===== config.mk =====
export PLATFORM = sky130hd
export DESIGN_NAME = seq_multiplier
export DESIGN_NICKNAME = d
export VERILOG_FILES = /design/src/rtl/seq_mult_pkg.sv /design/src/rtl/seq_mult_step.sv /design/src/rtl/seq_multiplier.sv
export SDC_FILE = /design/constraint.sdc
export NUM_CORES = 1
export LEC_CHECK = 0
export ABC_AREA = 1
export ABC_CLOCK_PERIOD_IN_PS = 7400
export CORE_MARGIN = 3
export CORE_UTILIZATION = 57
export CTS_CLUSTER_SIZE = 24
export DETAILED_ROUTE_END_ITERATION = 10
export GPL_ROUTABILITY_DRIVEN = 0
export PLACE_DENSITY = 0.91
export SLEW_MARGIN = 20
export SYNTH_ARGS = -nofsm -noshare
export SYNTH_HDL_FRONTEND = slang
export SYNTH_SLANG_ARGS = --single-unit

===== constraint.sdc =====
create_clock -name clk -period 7.4 [get_ports clk]
set_clock_uncertainty 0.15 [all_clocks]
set_input_delay 0.74 -clock clk [delete_from_list [all_inputs] [get_ports clk]]
set_output_delay 0.74 -clock clk [all_outputs]
set_load 0.03 [all_outputs]

===== src/rtl/seq_mult_pkg.sv =====
// Shared types and elaboration helpers for the iterative multiplier.
// Overflow flag output is enabled by defining SEQ_MULT_OVF_EN.
package seq_mult_pkg;

    typedef enum logic [1:0] {
        IDLE = 2'd0,
        RUN  = 2'd1,
        DONE = 2'd2
    } state_e;

    function automatic int clog2(input int v);
        int r;
        r = 0;
        for (int i = 0; i < 32; i++) begin
            if ((1 << r) < v) r++;
        end
        return r;
    endfunction

    function automatic int iter_count(input int w, input int s);
        return w / s;
    endfunction

    function automatic bit step_legal(input int s);
        return (s == 1) || (s == 2) || (s == 4) || (s == 8) || (s == 16);
    endfunction

    function automatic bit cfg_legal(input int w, input int s);
        return step_legal(s) && (w >= 4) && ((w % 2) == 0) && ((w % s) == 0);
    endfunction

endpackage


===== src/rtl/seq_mult_step.sv =====
// One multiply iteration: folds a STEP-bit slice of the multiplier,
// shifted into position, into the running accumulator.
module seq_mult_step #(
    parameter int WIDTH = 32,
    parameter int STEP  = 8,
    parameter int CW    = 2
) (
    input  logic [WIDTH-1:0]   mcand_i,
    input  logic [STEP-1:0]    bits_i,
    input  logic [2*WIDTH-1:0] acc_i,
    input  logic [CW-1:0]      idx_i,
    output logic [2*WIDTH-1:0] acc_o
);

    logic [2*WIDTH-1:0] pp;
    logic [2*WIDTH-1:0] pp_sh;
    int                 shamt;

    always_comb begin
        pp    = (2*WIDTH)'(mcand_i) * (2*WIDTH)'(bits_i);
        shamt = int'(idx_i) * STEP;
        pp_sh = pp << shamt;
        acc_o = acc_i + pp_sh;
    end

endmodule


===== src/rtl/seq_multiplier.sv =====
// Iterative signed/unsigned multiplier retiring STEP multiplier bits per cycle.
// Define SEQ_MULT_OVF_EN to add the ovf output (product exceeds WIDTH bits).
module seq_multiplier
    import seq_mult_pkg::*;
#(
    parameter int WIDTH = 32,
    parameter int STEP  = 8
) (
    input  logic               clk,
    input  logic               rst,
    input  logic               start,
    input  logic               signed_mode,
    input  logic [WIDTH-1:0]   in1,
    input  logic [WIDTH-1:0]   in2,
    output logic               busy,
    output logic               done,
`ifdef SEQ_MULT_OVF_EN
    output logic               ovf,
`endif
    output logic [2*WIDTH-1:0] out
);

    localparam int N  = iter_count(WIDTH, STEP);
    localparam int CW = (clog2(N) < 1) ? 1 : clog2(N);

    if (!cfg_legal(WIDTH, STEP)) begin : g_cfg_err
        $error("seq_multiplier: illegal WIDTH/STEP combination");
    end

    state_e             state_q, state_d;
    logic [WIDTH-1:0]   mcand_q, mcand_d;
    logic [WIDTH-1:0]   mplier_q, mplier_d;
    logic [2*WIDTH-1:0] acc_q, acc_d;
    logic [CW-1:0]      cnt_q, cnt_d;
    logic               neg_q, neg_d;
    logic [2*WIDTH-1:0] out_q, out_d;
    logic [2*WIDTH-1:0] acc_nx;
    logic [2*WIDTH-1:0] res;
    logic [WIDTH-1:0]   mag1, mag2;
    logic               take;
`ifdef SEQ_MULT_OVF_EN
    logic               sgn_q, sgn_d;
    logic               ovf_q, ovf_d;
    logic [WIDTH:0]     hi_s;
`endif

    seq_mult_step #(
        .WIDTH (WIDTH),
        .STEP  (STEP),
        .CW    (CW)
    ) u_step (
        .mcand_i (mcand_q),
        .bits_i  (mplier_q[STEP-1:0]),
        .acc_i   (acc_q),
        .idx_i   (cnt_q),
        .acc_o   (acc_nx)
    );

    // Signed operands are reduced to magnitudes; the sign is reapplied at the end.
    always_comb begin
        mag1 = (signed_mode && in1[WIDTH-1]) ? (~in1 + WIDTH'(1)) : in1;
        mag2 = (signed_mode && in2[WIDTH-1]) ? (~in2 + WIDTH'(1)) : in2;
        res  = neg_q ? (~acc_nx + (2*WIDTH)'(1)) : acc_nx;
        take = start && (state_q != RUN);
    end

    always_comb begin
        state_d  = state_q;
        mcand_d  = mcand_q;
        mplier_d = mplier_q;
        acc_d    = acc_q;
        cnt_d    = cnt_q;
        neg_d    = neg_q;
        out_d    = out_q;
`ifdef SEQ_MULT_OVF_EN
        sgn_d    = sgn_q;
        ovf_d    = ovf_q;
        hi_s     = res[2*WIDTH-1:WIDTH-1];
`endif
        unique case (state_q)
            IDLE, DONE: begin
                state_d = IDLE;
                if (take) begin
                    state_d  = RUN;
                    mcand_d  = mag1;
                    mplier_d = mag2;
                    acc_d    = '0;
                    cnt_d    = '0;
                    neg_d    = signed_mode & (in1[WIDTH-1] ^ in2[WIDTH-1]);
`ifdef SEQ_MULT_OVF_EN
                    sgn_d    = signed_mode;
`endif
                end
            end
            RUN: begin
                acc_d    = acc_nx;
                mplier_d = mplier_q >> STEP;
                cnt_d    = cnt_q + CW'(1);
                if (cnt_q == CW'(N - 1)) begin
                    state_d = DONE;
                    out_d   = res;
`ifdef SEQ_MULT_OVF_EN
                    ovf_d   = sgn_q ? !((&hi_s) || !(|hi_s))
                                    : (|res[2*WIDTH-1:WIDTH]);
`endif
                end
            end
            default: state_d = IDLE;
        endcase
    end

    always_ff @(posedge clk or posedge rst) begin
        if (rst) begin
            state_q  <= IDLE;
            mcand_q  <= '0;
            mplier_q <= '0;
            acc_q    <= '0;
            cnt_q    <= '0;
            neg_q    <= 1'b0;
            out_q    <= '0;
        end else begin
            state_q  <= state_d;
            mcand_q  <= mcand_d;
            mplier_q <= mplier_d;
            acc_q    <= acc_d;
            cnt_q    <= cnt_d;
            neg_q    <= neg_d;
            out_q    <= out_d;
        end
    end

`ifdef SEQ_MULT_OVF_EN
    always_ff @(posedge clk or posedge rst) begin
        if (rst) begin
            sgn_q <= 1'b0;
            ovf_q <= 1'b0;
        end else begin
            sgn_q <= sgn_d;
            ovf_q <= ovf_d;
        end
    end

    assign ovf = ovf_q;
`endif

    assign busy = (state_q == RUN);
    assign done = (state_q == DONE);
    assign out  = out_q;

endmodule


==> impl_metrics.csv, run 1 <==
group,metric,value,unit
run_status,run_status,"stopped before the end",
run_status,terminating_stage_of_the_flow,"5_1_grt",
run_status,stop_error,"[ERROR GRT-0232] Routing congestion too high. Check the congestion heatmap in the GUI.",
logic_synthesis,synth-compound-area-share,0.09309,
cts,cts_buffer_depth,2,
logic_synthesis,synth.yosys.seq_area_share,0.1842,
logic_synthesis,synth_simple_gate_area_frac,0.3451,
cts,total_clock_buffers_created_by_cts,17,
logic_synthesis,syn-num-nets,4689,
cts,h-tree-depth,4,
cts,number_of_hold_buffers_added_after_cts,0,
global_routing,grt_total_ovfl,276,
timing,worst-endpoint-pin-kind,"sequential cell input",
logic_synthesis,synth-xor-area-share,0.03469,
logic_synthesis,synthMuxAreaShare,0.005236,
global_routing,pin_count_of_the_biggest_net_entering_global_routing,108,
place,dp_worst_slack,-0.6972,ns
logic_synthesis,yosysWarnings,0,
logic_synthesis,post_synth_fa_ha_maj_area_fraction,0.1948,
logic_synthesis,dominant_combinational_cell_family_by_area_after_synthesis,"simple AND/OR/NAND/NOR gates",
logic_synthesis,synth.distinct_cells,52,
floorplan,fp.dieH,222.7,microns
cts,clockRootBuffer,"sky130_fd_sc_hd__clkbuf_16",
logic_synthesis,syn_area,26760,sq um
place,io_buf_count,133,
place,dp.final_hpwl,72060,microns
floorplan,die_width,222.7,microns
cts,cts.sink_count,197,
timing,worst_endpoint,"out[62]$_DFFE_PP0P_/D",
global_routing,grt_use_total,0.8242,
floorplan,placementRows,78,
logic_synthesis,synthCells,4313,
logic_synthesis,postSynthRegisterBits,197,
floorplan,initial_utilization,0.5834,
floorplan,ioPinCount,134,
logic_synthesis,syn_avg_cell_area,6.205,sq um
cells by family after synthesis:
kind of cell               Yosys count
muxes                               14
adders and majority gates          308
and+or+nand+nor                   2228
DFF                                197
xor gates and xnor gates           106
AOI/OAI and AO/OA                  443
buffers and inverters             1017
stage by stage:
stage,instances,util,cell area [sq um]
after global placement,5387,0.6986,32040
after CTS,5445,0.7353,33730
after detailed placement,5387,0.6986,32040
after floorplan,4313,-,26760
synthesized netlist by cell type (all sizes together):
| cell type | instances | area, sq um |
|---|---|---|
| a211oi | 3 | 22.52 |
| a21boi | 3 | 22.52 |
| a21o | 11 | 82.58 |
| a21oi | 109 | 556.8 |
| a22o | 2 | 17.52 |
| a31oi | 12 | 75.07 |
| a32o | 4 | 40.04 |
| and2 | 4 | 25.02 |
| and3 | 3 | 18.77 |
| buf | 19 | 77.58 |
| clkbuf | 121 | 454.2 |
| clkinv | 3 | 11.26 |
| dfrtp | 197 | 4930 |
| fa | 181 | 3623 |
| ha | 127 | 1589 |
| inv | 874 | 3281 |
| mux2i | 14 | 140.1 |
| nand2 | 1544 | 5908 |
| nand3 | 242 | 1266 |
| nand3b | 16 | 120.1 |
| nand4 | 35 | 219.0 |
| nor2 | 320 | 1289 |
| nor3 | 41 | 246.5 |
| nor4 | 10 | 62.56 |
| o2111ai | 4 | 35.03 |
| o211ai | 12 | 90.09 |
| o21a | 3 | 22.52 |
| o21ai | 249 | 1269 |
| o21bai | 7 | 56.30 |
| o221ai | 10 | 87.58 |
| o22ai | 1 | 6.260 |
| o311ai | 4 | 35.03 |
| o31ai | 9 | 72.57 |
| or2 | 11 | 68.82 |
| or3 | 2 | 12.51 |
| xnor2 | 24 | 210.2 |
| xor2 | 82 | 718.2 |
per-layer routing:
metal | GRT overflow | GRT usage
met5 | 3 | 0.5562
met4 | 87 | 0.7902
met3 | 19 | 0.7659
met1 | 21 | 0.8106
met2 | 146 | 0.9275
repair_timing:
action | in CTS
endpoints found under the setup margin | 67
pin swaps | 54
buffers inserted | 26
resized for setup | 256
==> run 2, diff against run 1 <==
--- a/config.mk
+++ b/config.mk
@@ -6,13 +6,12 @@
 export NUM_CORES = 1
 export LEC_CHECK = 0
 export ABC_AREA = 1
-export ABC_CLOCK_PERIOD_IN_PS = 7400
+export ABC_CLOCK_PERIOD_IN_PS = 9600
 export CORE_MARGIN = 3
-export CORE_UTILIZATION = 57
-export CTS_CLUSTER_SIZE = 24
+export CORE_UTILIZATION = 40
 export DETAILED_ROUTE_END_ITERATION = 10
 export GPL_ROUTABILITY_DRIVEN = 0
-export PLACE_DENSITY = 0.91
+export PLACE_DENSITY_LB_ADDON = 0.15
 export SLEW_MARGIN = 20
 export SYNTH_ARGS = -nofsm -noshare
 export SYNTH_HDL_FRONTEND = slang
==> constraint.sdc (replaced) <==
create_clock -name clk -period 9.6 [get_ports clk]
set_clock_uncertainty 0.15 [all_clocks]
set_input_delay 0.96 -clock clk [delete_from_list [all_inputs] [get_ports clk]]
set_output_delay 0.96 -clock clk [all_outputs]
set_load 0.03 [all_outputs]
==> run 2 against run 1 <==
Net effect:
- the flow now finishes without violations
- synthesized cell count unchanged
- area after synthesis stayed put
==> impl_metrics.csv, run 2 <==
group,metric,value,unit
worst_setup_path,worst_r2r_endpoint,"out[60]$_DFFE_PP0P_",
logic_synthesis,syn_area,26760,sq um
cts,postCtsSetupBuffers,0,
logic_synthesis,number_of_enable_type_register_cells_in_the_synthesized_netlist,0,
worst_setup_path,crit_path_end_kind,"flop",
logic_synthesis,synth.area.top_cells,"sky130_fd_sc_hd__nand2_1, sky130_fd_sc_hd__dfrtp_1, sky130_fd_sc_hd__fa_1",
cells_and_area,antenna_cells,0,
place,io_buf_count,133,
cts,clockRootBuffer,"sky130_fd_sc_hd__clkbuf_16",
floorplan,initial_utilization,0.4056,
cells_and_area,most_frequent_standard_cell_in_the_layout_excluding_fill_and_tap_cells,"sky130_fd_sc_hd__nand2_1",
cts,path_clk_slew,0.09,ns
worst_setup_path,worst_path_max_delay_cell,"sky130_fd_sc_hd__dfrtp_1",
worst_setup_path,critPathMaxFanout,13,
cts,cts.sink_count,197,
worst_setup_path,setup_slack_of_the_worst_register_to_register_path,0.68,ns
logic_synthesis,ys_async_sr_fraction,1.000,
worst_setup_path,cp_common_cell,"sky130_fd_sc_hd__nand2_1",
logic_synthesis,yosysWarnings,0,
floorplan,core,65980,sq um
cells_and_area,final_cell_mix,"sky130_fd_sc_hd__nand2_1, sky130_fd_sc_hd__inv_1, sky130_fd_sc_hd__nor2_1, sky130_fd_sc_hd__o21ai_0, sky130_fd_sc_hd__nand3_1",
worst_setup_path,worst_ep_arrival_time,9.17,ns
timing,setup_viol,0,
logic_synthesis,synth_ff_type,"sky130_fd_sc_hd__dfrtp_1",
detailed_routing,wire_per_inst,16.83,microns
cells_and_area,fin_util,0.4476,
logic_synthesis,synth_area_leader_cell,"sky130_fd_sc_hd__nand2_1",
timing,finalHoldViolations,0,
detailed_routing,drc_viols,0,
hold_path,hold_start,"out[54]$_DFFE_PP0P_",
timing,grt_setup_unrepaired,"false",
timing,transition_time_at_the_pin_with_the_least_slew_margin,1.088,ns
worst_setup_path,reg2reg_from,"mplier_q[3]$_DFFE_PP0P_",
floorplan,die_width,264.7,microns
logic_synthesis,postSynthRegisterBits,197,
worst_setup_path,critPathLaunch,"mplier_q[3]$_DFFE_PP0P_",
detailed_routing,drt_wl_total,88070,microns
global_routing,grt_total_ovfl,0,
logic_synthesis,netlist.area_leader.share,0.2102,
floorplan,fp.dieH,264.7,microns
logic_synthesis,synth_top_cells_by_count,"sky130_fd_sc_hd__nand2_1, sky130_fd_sc_hd__inv_1, sky130_fd_sc_hd__nor2_1",
logic_synthesis,synthCells,4313,
global_routing,pin_count_of_the_biggest_net_entering_global_routing,116,
cts,cts_buffer_depth,2,
detailed_routing,num_vias,26400,
place,dp.final_hpwl,72350,microns
global_routing,vias_in_the_first_global_route,25400,
timing,max-slew-margin-rel,0.2700,
cts,clock_insertion_delay_worst_skew,0.52,ns
floorplan,placementRows,94,
logic_synthesis,syn_avg_cell_area,6.205,sq um
logic_synthesis,synth.most_common_cell,"sky130_fd_sc_hd__nand2_1",
floorplan,ioPinCount,134,
worst_setup_path,worstSetupStartpointType,"flop",
floorplan,die_area,70040,sq um
timing,fmaxAchievable,112.1,MHz
logic_synthesis,synth.yosys.seq_area_share,0.1842,
worst_setup_path,worst_path_largest_cell_delay,0.62,ns
timing,setup_tns,0,ns
hold_path,hold_path_class,"flop to flop",
logic_synthesis,synth.distinct_cells,52,
worst_setup_path,required,9.85,ns
logic_synthesis,syn-num-nets,4689,
timing,layout_min_cycle_time,8.923,ns
hold_path,timing.hold.worst_path_depth,2,
cells_and_area,layout-area-overhead-vs-synth,10.35,%
cells_and_area,final_nets,4732,
global_routing,grt_use_total,0.2558,
timing,slew_violations,0,
detailed_routing,ant_nets,0,
global_routing,grt_first_pass_wirelength,140700,microns
hold_path,hold_end,"out[54]$_DFFE_PP0P_",
cells_and_area,drive_above_1_share,0.04326,
detailed_routing,avgViaCountPerCell,5.045,
worst_setup_path,worstRegToRegCells,39,
worst_setup_path,worstSetupPathType,"flop to flop",
global_routing,antenna_found_initial,0,
timing,final_min_period_over_clock_period,0.9295,
detailed_routing,initialDrtViolationCount,2363,
cts,total_clock_buffers_created_by_cts,17,
run_status,run_status,"finished, final reports clean",
detailed_routing,detail_route.first_pass.iterations,6,
run,cap_violations,0,
cts,post_cts_resize_count,0,
cts,tritoncts,"built",
cts,number_of_hold_buffers_added_after_cts,0,
cts,h-tree-depth,4,
## run 2: metal layers
layer  part of all wire  vias up  global-route usage
met5                  0        -                   0
li1                   -    13200                   -
met2               0.45      763              0.4181
met4              0.028        0             0.07555
met3              0.058       98             0.03611
met1               0.46    12340              0.3536
## run 2: how the worst max path moves through the flow
| stage | to | slack (ns) | cells past startpoint |
|---|---|---|---|
| after floorplan | out[60]$_DFFE_PP0P_ | 2.38 | 40 |
| after global placement | out[60]$_DFFE_PP0P_ | 0.30 | 38 |
| after detailed placement | out[60]$_DFFE_PP0P_ | 0.45 | 38 |
| after CTS | out[60]$_DFFE_PP0P_ | 0.43 | 38 |
| after global routing | out[60]$_DFFE_PP0P_ | 0.09 | 39 |
| final | out[60]$_DFFE_PP0P_ | 0.68 | 39 |
## run 2: layout make-up
cell class / instances / area (sq um)
clock buffers: 17 / 425.4
clock inverters: 15 / 200.2
fillers: 7069 / 36450
inverters: 877 / 3299
multi-input cells: 3099 / 18030
flip-flops and latches: 197 / 4935
well taps: 864 / 1081
repair buffers: 164 / 1564
## run 2: logic make-up after synthesis
group	count (synthesis)	synth area share
DFF	197	0.1842
muxes	14	0.005236
buffers and inverters	1017	0.1429
xor gates and xnor gates	106	0.03469
AOI/OAI and AO/OA	443	0.09308
and+or+nand+nor	2228	0.3451
adders and majority gates	308	0.1948
## run 2: worst max-delay path: cells and delay by family (launching register included)
kind	cells	cell delay (ns)
buffers and inverters	4	0.46
AO/OA/AOI/OAI	7	1.69
AND/OR/NAND/NOR	22	3.10
adder cells (fa/ha/maj)	6	2.78
flip-flops	1	0.62
## run 2: stage by stage
step / instance area [sq um] / instances / hold slack [ns] / setup slack, ns
2_1_floorplan: 26760 / 4313 / 0.3034 / 2.383
3_3_place_gp: 28900 / 5201 / 0.3172 / 0.3021
3_5_place_dp: 28900 / 5201 / 0.3191 / 0.4513
4_1_cts: 29520 / 5233 / 0.3434 / 0.4341
5_1_grt: 29530 / 5233 / 0.3624 / 0.09333
6_report: 29530 / 5233 / 0.3384 / 0.6765
Power of run 2 is left out: the tool's default activity adds up to more than one toggle a clock period on the data nets, which glitch-free logic cannot reach.
